===== src/rtl/xm_bus_master.sv =====
// Wishbone classic master: turns byte-addressed core loads/stores into single 16-bit word cycles.
// Optional ack timeout is compiled in with `define XM_BUS_TIMEOUT_EN.
module xm_bus_master #(
    parameter int WORD    = 16,
    parameter int ADDR    = 16,
    parameter int TIMEOUT = 15
) (
    input  logic            clk_i,
    input  logic            rst_i,
    input  logic            req_i,
    input  logic            we_i,
    input  logic            byte_i,
    input  logic [ADDR-1:0] addr_i,
    input  logic [WORD-1:0] wdata_i,
    output logic            busy_o,
    output logic            done_o,
    output logic            err_o,
    output logic [WORD-1:0] rdata_o,
    output logic            cyc_o,
    output logic            stb_o,
    output logic            we_o,
    output logic [1:0]      sel_o,
    output logic [ADDR-2:0] adr_o,
    output logic [WORD-1:0] dat_o,
    input  logic [WORD-1:0] dat_i,
    input  logic            ack_i
);

    typedef enum logic [1:0] {
        IDLE    = 2'd0,
        BUS     = 2'd1,
        RECOVER = 2'd2
    } state_t;

    state_t          state_q, state_d;
    logic            cyc_q, cyc_d;
    logic            we_q, we_d;
    logic            byte_q, byte_d;
    logic            lane_q, lane_d;
    logic [1:0]      sel_q, sel_d;
    logic [ADDR-2:0] adr_q, adr_d;
    logic [WORD-1:0] dat_q, dat_d;
    logic [WORD-1:0] rdata_q, rdata_d;
    logic            done_q, done_d;
    logic            err_q, err_d;
    logic [7:0]      rd_byte;
    logic            timeout_hit;

`ifdef XM_BUS_TIMEOUT_EN
    localparam int CNT_W = $clog2(TIMEOUT + 1);

    logic [CNT_W-1:0] tmo_cnt_q, tmo_cnt_d;

    // Counter is held at zero outside BUS, so it is clear on every BUS entry.
    always_comb begin
        tmo_cnt_d = tmo_cnt_q;
        if (state_q != BUS) begin
            tmo_cnt_d = '0;
        end else if (!ack_i) begin
            tmo_cnt_d = tmo_cnt_q + CNT_W'(1);
        end
    end

    always_ff @(posedge clk_i or posedge rst_i) begin
        if (rst_i) begin
            tmo_cnt_q <= '0;
        end else begin
            tmo_cnt_q <= tmo_cnt_d;
        end
    end

    assign timeout_hit = (tmo_cnt_q == CNT_W'(TIMEOUT - 1)) && !ack_i;
`else
    assign timeout_hit = 1'b0;
`endif

    assign rd_byte = lane_q ? dat_i[15:8] : dat_i[7:0];

    always_comb begin
        state_d = state_q;
        cyc_d   = cyc_q;
        we_d    = we_q;
        byte_d  = byte_q;
        lane_d  = lane_q;
        sel_d   = sel_q;
        adr_d   = adr_q;
        dat_d   = dat_q;
        rdata_d = rdata_q;
        done_d  = 1'b0;
        err_d   = 1'b0;

        unique case (state_q)
            IDLE: begin
                if (req_i) begin
                    we_d   = we_i;
                    byte_d = byte_i;
                    lane_d = addr_i[0];
                    if (!byte_i && addr_i[0]) begin
                        state_d = RECOVER;
                        done_d  = 1'b1;
                        err_d   = 1'b1;
                    end else begin
                        state_d = BUS;
                        cyc_d   = 1'b1;
                        adr_d   = addr_i[ADDR-1:1];
                        if (byte_i) begin
                            sel_d = addr_i[0] ? 2'b10 : 2'b01;
                            dat_d = {wdata_i[7:0], wdata_i[7:0]};
                        end else begin
                            sel_d = 2'b11;
                            dat_d = wdata_i;
                        end
                    end
                end
            end

            BUS: begin
                // An ack in the same cycle as timeout expiry completes normally.
                if (ack_i) begin
                    state_d = RECOVER;
                    cyc_d   = 1'b0;
                    done_d  = 1'b1;
                    if (!we_q) begin
                        rdata_d = byte_q ? {8'h00, rd_byte} : dat_i;
                    end
                end else if (timeout_hit) begin
                    state_d = RECOVER;
                    cyc_d   = 1'b0;
                    done_d  = 1'b1;
                    err_d   = 1'b1;
                end
            end

            RECOVER: begin
                state_d = IDLE;
            end

            default: begin
                state_d = IDLE;
                cyc_d   = 1'b0;
            end
        endcase
    end

    always_ff @(posedge clk_i or posedge rst_i) begin
        if (rst_i) begin
            state_q <= IDLE;
            cyc_q   <= 1'b0;
            we_q    <= 1'b0;
            byte_q  <= 1'b0;
            lane_q  <= 1'b0;
            sel_q   <= 2'b00;
            adr_q   <= '0;
            dat_q   <= '0;
            rdata_q <= '0;
            done_q  <= 1'b0;
            err_q   <= 1'b0;
        end else begin
            state_q <= state_d;
            cyc_q   <= cyc_d;
            we_q    <= we_d;
            byte_q  <= byte_d;
            lane_q  <= lane_d;
            sel_q   <= sel_d;
            adr_q   <= adr_d;
            dat_q   <= dat_d;
            rdata_q <= rdata_d;
            done_q  <= done_d;
            err_q   <= err_d;
        end
    end

    assign busy_o  = (state_q != IDLE);
    assign done_o  = done_q;
    assign err_o   = err_q;
    assign rdata_o = rdata_q;
    assign cyc_o   = cyc_q;
    assign stb_o   = cyc_q;
    assign we_o    = we_q;
    assign sel_o   = sel_q;
    assign adr_o   = adr_q;
    assign dat_o   = dat_q;

endmodule


===== config.mk =====
export PLATFORM = sky130hd
export DESIGN_NAME = xm_bus_master
export DESIGN_NICKNAME = d
export VERILOG_FILES = /design/src/rtl/xm_bus_master.sv
export SDC_FILE = /design/constraint.sdc
export NUM_CORES = 1
export LEC_CHECK = 0
export ABC_AREA = 1
export BUFFER_PORTS_ARGS = -buffer_cell sky130_fd_sc_hd__buf_2
export CAP_MARGIN = 5
export CORE_UTILIZATION = 42
export DETAILED_ROUTE_END_ITERATION = 8
export GPL_ROUTABILITY_DRIVEN = 0
export PLACE_DENSITY = 0.75
export SLEW_MARGIN = 20
export SYNTH_ARGS = -nofsm -noshare
export SYNTH_HDL_FRONTEND = slang
export SYNTH_SLANG_ARGS = --single-unit
export TNS_END_PERCENT = 100

===== constraint.sdc =====
create_clock -name clk_i -period 1.3 [get_ports clk_i]
set_input_delay 0.065 -clock clk_i [delete_from_list [all_inputs] [get_ports clk_i]]
set_output_delay 0.065 -clock clk_i [all_outputs]
set_load 0.01 [all_outputs]

* After elaboration in Yosys (flattened, before gate mapping) *
Index checks and enable logic that the tools add are counted.

storage, ports and cells
  RAM bits = 0
  flip-flop bits (word level) = 57
  ROM bits = 0
  bits in latches = 0
  word-level logic and storage cells = 46
  memories = 0

operators by class
  mux-type cells = 18
  bitwise gates (word level) = 3
  reduce and logical (&&, ||, !) cells = 9
  shift-type cells = 0
  equal/unequal tests = 5
  $mul = 0
  $lt $le $gt $ge = 0
  div/mod/pow operators = 0
  add/subtract/negate cells = 0

operators by type and width
  cell                number
  $mux 16             2
  $mux 2              5
  $mux 8              1
  $mux 1              7
  $ne 2x2->1 const B  3
  $reduce_and 3->1    2
  $pmux 2 s2          1
  $reduce_and 2->1    2
  $reduce_and 4->1    1
  $not 1->1           3
  $pmux 1 s3          1
  $eq 2x1->1 const B  1
  $eq 2x2->1 const B  1
  $logic_not 2->1     1
  $pmux 1 s2          1
  $reduce_bool 2->1   1
  $logic_and 1x1->1   1
  $logic_not 1->1     1

* Longest topological paths before layout *
Gate-level depths: netlist of run 1.

  word-level depth = 5
  depth in mapped cells = 9
  depth with buffers taken out = 7

* Worst setup path before layout of run 1 *
Ideal clock, no wire load.

  kind = reg-to-reg
  start point = reg state_q[0]
  end point = reg adr_q[0] (netlist: adr_o[0])
  data arrival time = 1.076 ns
  cell stages (with the launch flop) = 8
  required time = 1.183 ns
  buffers on the path = 1
  library setup time = 0.117 ns
  path slack = 0.107 ns
  cells stage by stage = dfrtp_1 > nor2_4 > nand2_4 > nor2_8 > inv_4 > buf_6 > nand2_1 > nand2_1

on the way
  cells in the longest elaborated chain, start to end = 2

ends and longest elaborated chain
  item                               RTL line  text
  start, declared                    35        state_t state_q, state_d;
  start signal, assigned             159       state_q <= state_d;
  $logic_not 2->1                    92        unique case (state_q)
  $reduce_and 3->1 (no source line)  -
  end signal, assigned               165       adr_q <= adr_d;
  end, declared                      41        logic [ADDR-2:0] adr_q, adr_d;

Every way passes these cells.
A chain may end at the register's enable or synchronous reset.

* Worst setup path after layout of run 1 *
Same ends and word-level chain as after synthesis.

==> results.md, run 1 <==
* Cell taking the most area after synthesis: dfrtp_1
* Finished Layout Cells at between 500 and 600
* Clock Tree Root: clkbuf_8
* Worst r2r src: state_q[0]$_DFFE_PP0P_
* Crit-path max FO at 6
* I/O Buffers at about 110
* Max Buffers Root-to-Sink at 2
* Area Overhead vs Synth at 58.2%
* Initial antenna violation count at 0
* Row Count at 27
* Hold slack at about 8.3 ps
* First drt pass iteration count at 4
* Total number of vias at around 2500
* Setup crit start: state_q[0]$_DFFE_PP0P_
* Core region area at around 0.0056 mm²
* Clock skew at 7.71 ps
* Final Max Slew Viols at 0
* ANT nets after route at 0
* CTS H-tree depth at 3
* Yosys cell types at 20
* DR WL/cell at 13.3 µm
* Worst min path class: in -> reg
* Post-layout util at 0.701
* RSZ-0062 raised after global routing: true
* Post-Place Setup Slack at 3.07 ps
* Die W at 78.7 µm
* Min-delay src: dat_i[12]
* Logic pwr share at 0.376
* Total CTS buffers at 9
* Final TNS setup at -99.4 ps
* CTS tree: done
* Sequential fraction of the synthesis area at 0.578
* Sequential share of power at 0.390
* CP max stage delay at 440 ps
* Post-Syn Nets at 354
* Largest net degree at the start of global routing at 58
* Final Critical Period at between 1000 and 1500 ps
* Die height at between 70 and 80 µm
* Final period utilization at 1.02
* Skew-Pair Late Insertion Delay at around 330 ps
* Fin nets at 520
* Slack of the critical path at -26.9 ps
* WP data required at around 1500 ps
* Tot GR Track Use at 0.218
* Critical Path End Type: flip-flop
* Top Ports at between 100 and 150
* Outcome: complete, but fails checks
* Drt via density at 4.67
* Routed Wire Length at 7230 µm
* Die area at approximately 0.0062 mm²
* CP dominant cell by count: nand2_1
* First-pass GRT wire length at 10300 µm
* Sw frac at 0.358
* Final Hold Fails at 0
* Initial core utilization at 0.443
* Synth top area share at 0.578
* CP cell instances: nor2_4 -> nand2_4 -> nor2_8 -> buf_6 -> clkinv_8 -> nand2_1 -> nand2_1
* Syn. warnings at 0
* LEAKAGE at between 2 and 2.5 nW
* GRT overflow at 0
* Post-Syn Area at 0.00247 mm²
* Area contributors post-synth: dfrtp_1, nand2_1, nand3_1
* DRT iter0 DRCs at 97
* Setup CP Type: reg -> reg
* Vias in the first global route at roughly 2400
* Share of layout cells above drive strength 1 at 0.382
* Failing checks: setup timing
* CTS clock-pin slew for the worst setup and hold paths at approximately 70 ps
* Most frequent cells in the layout: nand2_1, buf_2, dfrtp_1
* Worst vdd ir at approximately 1 mV
* Final Setup Violations at 8
* Max_cap viols at 0
* Clock group share of total power at 0.234
* Fillers at 431
* Most common cell after layout, fill and taps aside: nand2_1
* Placed cell count at around 480
* Avg Cell Area, Syn at 8.23 µm²
* Crit path launch type: flip-flop
* Cells after Synth at 300
* F_max at between 0.7 and 0.8 GHz
* Actual slew at the worst max-slew pin at roughly 300 ps
* Net Sw Power at roughly 2.6 mW
* Inserted Diodes at 0
* Synth Register Bits at 57
* Internal power at around 4.7 mW
* Sink Count at 57
* CP max stage cell: dfrtp_2
* Post-DP HPWL at slightly above 4000 µm
* Post-route DRC at 0
* Slew margin rel. at 0.802
* Critical Path AT at 1540 ps
* PD cells at between 1500 and 2000 mW/mm²
[state kept, by name, indices dropped and copies added, names as in the netlist]
signal / cells
sel_o: 2
lane_q: 1
cyc_o: 1
adr_o: 15
rdata_o: 16
byte_q: 1
state_q: 2
done_o: 1
dat_o: 16
we_o: 1
err_o: 1
[synthesized netlist by cell type, drive strengths merged]
| cell | instances |
|---|---|
| clkbuf | 1 |
| nor2 | 7 |
| dfrtp | 57 |
| a21oi | 2 |
| o21a | 2 |
| o21ai | 14 |
| inv | 13 |
| buf | 12 |
| nand2 | 180 |
| nand3 | 12 |
[metrics by stage]
step                power (mW)  area, µm²
floorplan                 4.18       2470
CTS                       7.00       3650
finish                    7.35       3910
global placement          5.11       3100
detailed placement        5.19       3100
global route              7.84       3910
[power by group through the flow]
stage          Combinational (mW)  Sequential (mW)  Clock, mW
2_1_floorplan                1.05             3.13          0
4_1_cts                      2.42             2.83       1.75
3_5_place_dp                 2.34             2.84          0
5_1_grt                      3.05             2.95       1.84
6_report                     2.76             2.87       1.72
3_3_place_gp                 2.27             2.84          0
[path summary, 6_finish.rpt]
path | endpoint | slack (ps) | cells after the start
min reg2reg | dat_o[11]$_DFFE_PP0P_ | 470 | 2
max in group asynchronous | state_q[1]$_DFFE_PP0P_ | 680 | 4
max reg2reg | adr_o[0]$_DFFE_PP0P_ | -30 | 7
min in group asynchronous | adr_o[2]$_DFFE_PP0P_ | 360 | 4
max | adr_o[0]$_DFFE_PP0P_ | -30 | 7
min | rdata_o[12]$_DFFE_PP0P_ | 8 | 3
[metal layers]
metal  GRT usage  part of all wire  up-vias
met2       0.374              0.49      115
met4       0.107             0.022        0
met5           0                 0        -
met1       0.250              0.42     1154
li1            -                 -     1251
met3      0.0570             0.063       16
[what timing repair did]
action / CTS / global route
setup endpoints to repair: 4 / 46
gates resized for setup: 1 / 30
endpoints found under the hold margin: 90 / 0
hold buffers: 34 / 0
setup buffers: 0 / 11
gates cloned: 0 / 6
pin swaps: 0 / 8
[critical path, delay by kind of cell (launching register included)]
kind                   cells  cell delay [ps]
buffers and inverters      2              240
flip-flops                 1              440
AND/OR/NAND/NOR            5              530
[layout make-up]
type	count	area (µm²)	area share
Timing Repair Buffer	165	1130	0.289
Timing Repair inverter	3	26.3	0.00673
Inverter	13	65.1	0.0167
Tap cell	72	90.1	0.0231
Clock inverter	2	35.0	0.00897
Sequential cell	57	1430	0.366
Multi-Input combinational cell	217	958	0.245
Clock buffer	14	173	0.0442
[logic make-up after synthesis]
family,count (synthesis),share of synthesized area
simple gates,199,0.324
flops,57,0.578
buf+inv,26,0.0593
compound gates,18,0.0385
Note: power is estimated with default switching activity, not from simulation.
==> inputs of run 2 (changes only) <==
--- a/config.mk
+++ b/config.mk
@@ -8,10 +8,12 @@
 export ABC_AREA = 1
 export BUFFER_PORTS_ARGS = -buffer_cell sky130_fd_sc_hd__buf_2
 export CAP_MARGIN = 5
-export CORE_UTILIZATION = 42
+export CORE_MARGIN = 1
+export CORE_UTILIZATION = 50
+export CTS_BUF_LIST = sky130_fd_sc_hd__clkbuf_4 sky130_fd_sc_hd__clkbuf_8
 export DETAILED_ROUTE_END_ITERATION = 8
 export GPL_ROUTABILITY_DRIVEN = 0
-export PLACE_DENSITY = 0.75
+export PLACE_DENSITY = 0.84
 export SLEW_MARGIN = 20
 export SYNTH_ARGS = -nofsm -noshare
 export SYNTH_HDL_FRONTEND = slang
==> constraint.sdc (replaced) <==
create_clock -name clk_i -period 1.7 [get_ports clk_i]
set_input_delay 0.085 -clock clk_i [delete_from_list [all_inputs] [get_ports clk_i]]
set_output_delay 0.085 -clock clk_i [all_outputs]
set_load 0.01 [all_outputs]
==> results.md, run 2 (synthesized netlist as in run 1, its figures left out) <==
* Top Ports at around 110
* Core region area at approximately 0.0047 mm²
* Final Max Slew Viols at 0
* CP max stage cell: dfrtp_1
* Routed Wire Length at roughly 6300 µm
* First drt pass iteration count at 5
* Crit-path max FO at 18
* Initial antenna violation count at 0
* Actual slew at the worst max-slew pin at about 730 ps
* Max Buffers Root-to-Sink at 2
* Skew-Pair Late Insertion Delay at 330 ps
* Initial core utilization at 0.523
* Post-cts gate resize count at 0
* Largest net degree at the start of global routing at 35
* Row Count at 25
* Tot Pwr at 5.37 mW
* Most frequent cells in the layout: nand2_1, buf_2, dfrtp_1
* Hold slack at 16.8 ps
* Tot GR Track Use at 0.258
* CTS clock-pin slew for the worst setup and hold paths at 70 ps
* Outcome: finished, final reports clean
* Fillers at approximately 350
* Critical Path AT at ~1700 ps
* Max_cap viols at 0
* RSZ-0062 raised after global routing: false
* WP data required at 1970 ps
* Post-layout util at 0.749
* Vias in the first global route at 2277
* Setup CP Type: reg -> reg
* Post-route DRC at 0
* Total CTS buffers at 9
* Critical Path End Type: flip-flop
* Final Critical Period at roughly 1400 ps
* PD cells at 1520 mW/mm²
* Final TNS setup at 0 ps
* Sink Count at 57
* Drt via density at between 4 and 5
* Die height at a little over 70 µm
* ANT nets after route at 0
* Post-DP HPWL at 4020 µm
* DR WL/cell at about 12 µm
* Clock skew at between 6 and 7 ps
* Final Hold Fails at 0
* Inserted Diodes at 0
* Area occupied by multi-input gates at approximately 900 µm²
* F_max at slightly above 0.7 GHz
* Die area at around 0.0052 mm²
* CP cell instances: inv_1 -> nand3_2 -> inv_1 -> nand2_1 -> nand2_1
* DRT iter0 DRCs at 143
* GRT overflow at 0
* Crit path launch type: flip-flop
* CTS tree: done
* Final Setup Violations at 0
* Non-Filler Cell Area, Final at approximately 0.0035 mm²
* I/O Buffers at between 100 and 150
* Die W at between 70 and 80 µm
* First-pass GRT wire length at 10100 µm
* Dpl cell area at slightly above 0.003 mm²
* Clock Tree Root: clkbuf_8
* Total number of vias at roughly 2400
* LEAKAGE at between 2 and 2.5 nW
* Register area at between 0.001 and 0.0015 mm²
* Area Overhead vs Synth at 43.2%
* CTS H-tree depth at 3
* Share of layout cells above drive strength 1 at 0.314
* CP max stage delay at approximately 440 ps
* Final period utilization at 0.818
* Slew margin rel. at 0.512
* Worst vdd ir at ~0.87 mV
* Fin nets at roughly 490
* Most common cell after layout, fill and taps aside: nand2_1
* Worst min path class: in -> reg
run 2: cell count changes in the layout (fill, tap and decap cells not counted), sizes merged:
cell | before | now
buf | 129 | 114
clkbuf | 16 | 15
clkinv | 2 | 0
clkinvlp | 1 | 0
dlygate4sd3 | 34 | 25
inv | 14 | 13
run 2: per-stage QoR:
stage | worst slack, ps | instances
finish | 310 | 509
global route | 177 | 509
CTS | 322 | 509
detailed placement | 362 | 468
global placement | 421 | 468
floorplan | 215 | 300
run 2: path summary, 6_finish.rpt:
path	slack, ps	to	startpoint	cells after the start
hold / removal	20	rdata_o[13]$_DFFE_PP0P_	dat_i[13]	3
hold reg to reg	470	dat_o[10]$_DFFE_PP0P_	dat_o[10]$_DFFE_PP0P_	2
min in group asynchronous	450	adr_o[9]$_DFFE_PP0P_	rst_i	3
max in group asynchronous	680	dat_o[1]$_DFFE_PP0P_	rst_i	4
setup reg to reg	310	rdata_o[6]$_DFFE_PP0P_	state_q[1]$_DFFE_PP0P_	5
setup / recovery	310	rdata_o[6]$_DFFE_PP0P_	state_q[1]$_DFFE_PP0P_	5
run 2: report_power, final:
part / total (mW) / internal [mW] / switching [mW] / leakage [nW]
Combinational: 1.75 / 0.733 / 1.02 / 1.25
Sequential: 2.20 / 1.87 / 0.330 / 0.710
Clock: 1.41 / 0.894 / 0.517 / 0.119
run 2: cell type report:
class / count / area share
repair buffers: 139 / 0.240
inverters: 13 / 0.0145
clock inverters: 1 / 0.00849
well taps: 67 / 0.0237
clock buffers: 15 / 0.0566
multi-input cells: 217 / 0.253
flip-flops and latches: 57 / 0.403
run 2: what timing repair did:
action	CTS	global route
hold buffers	25	0
hold endpoints to repair	55	0
setup buffers	0	0
run 2: worst max-delay path: cells and delay by family (launching register included):
kind,cells,cell delay [ps]
flip-flops,1,440
AND/OR/NAND/NOR,3,450
buffers and inverters,2,440
run 2: per-layer routing:
metal  global-route usage  part of all wire
met5                    0                 0
met3               0.0806             0.077
met4                0.102             0.012
met1                0.328              0.43
met2                0.412              0.48
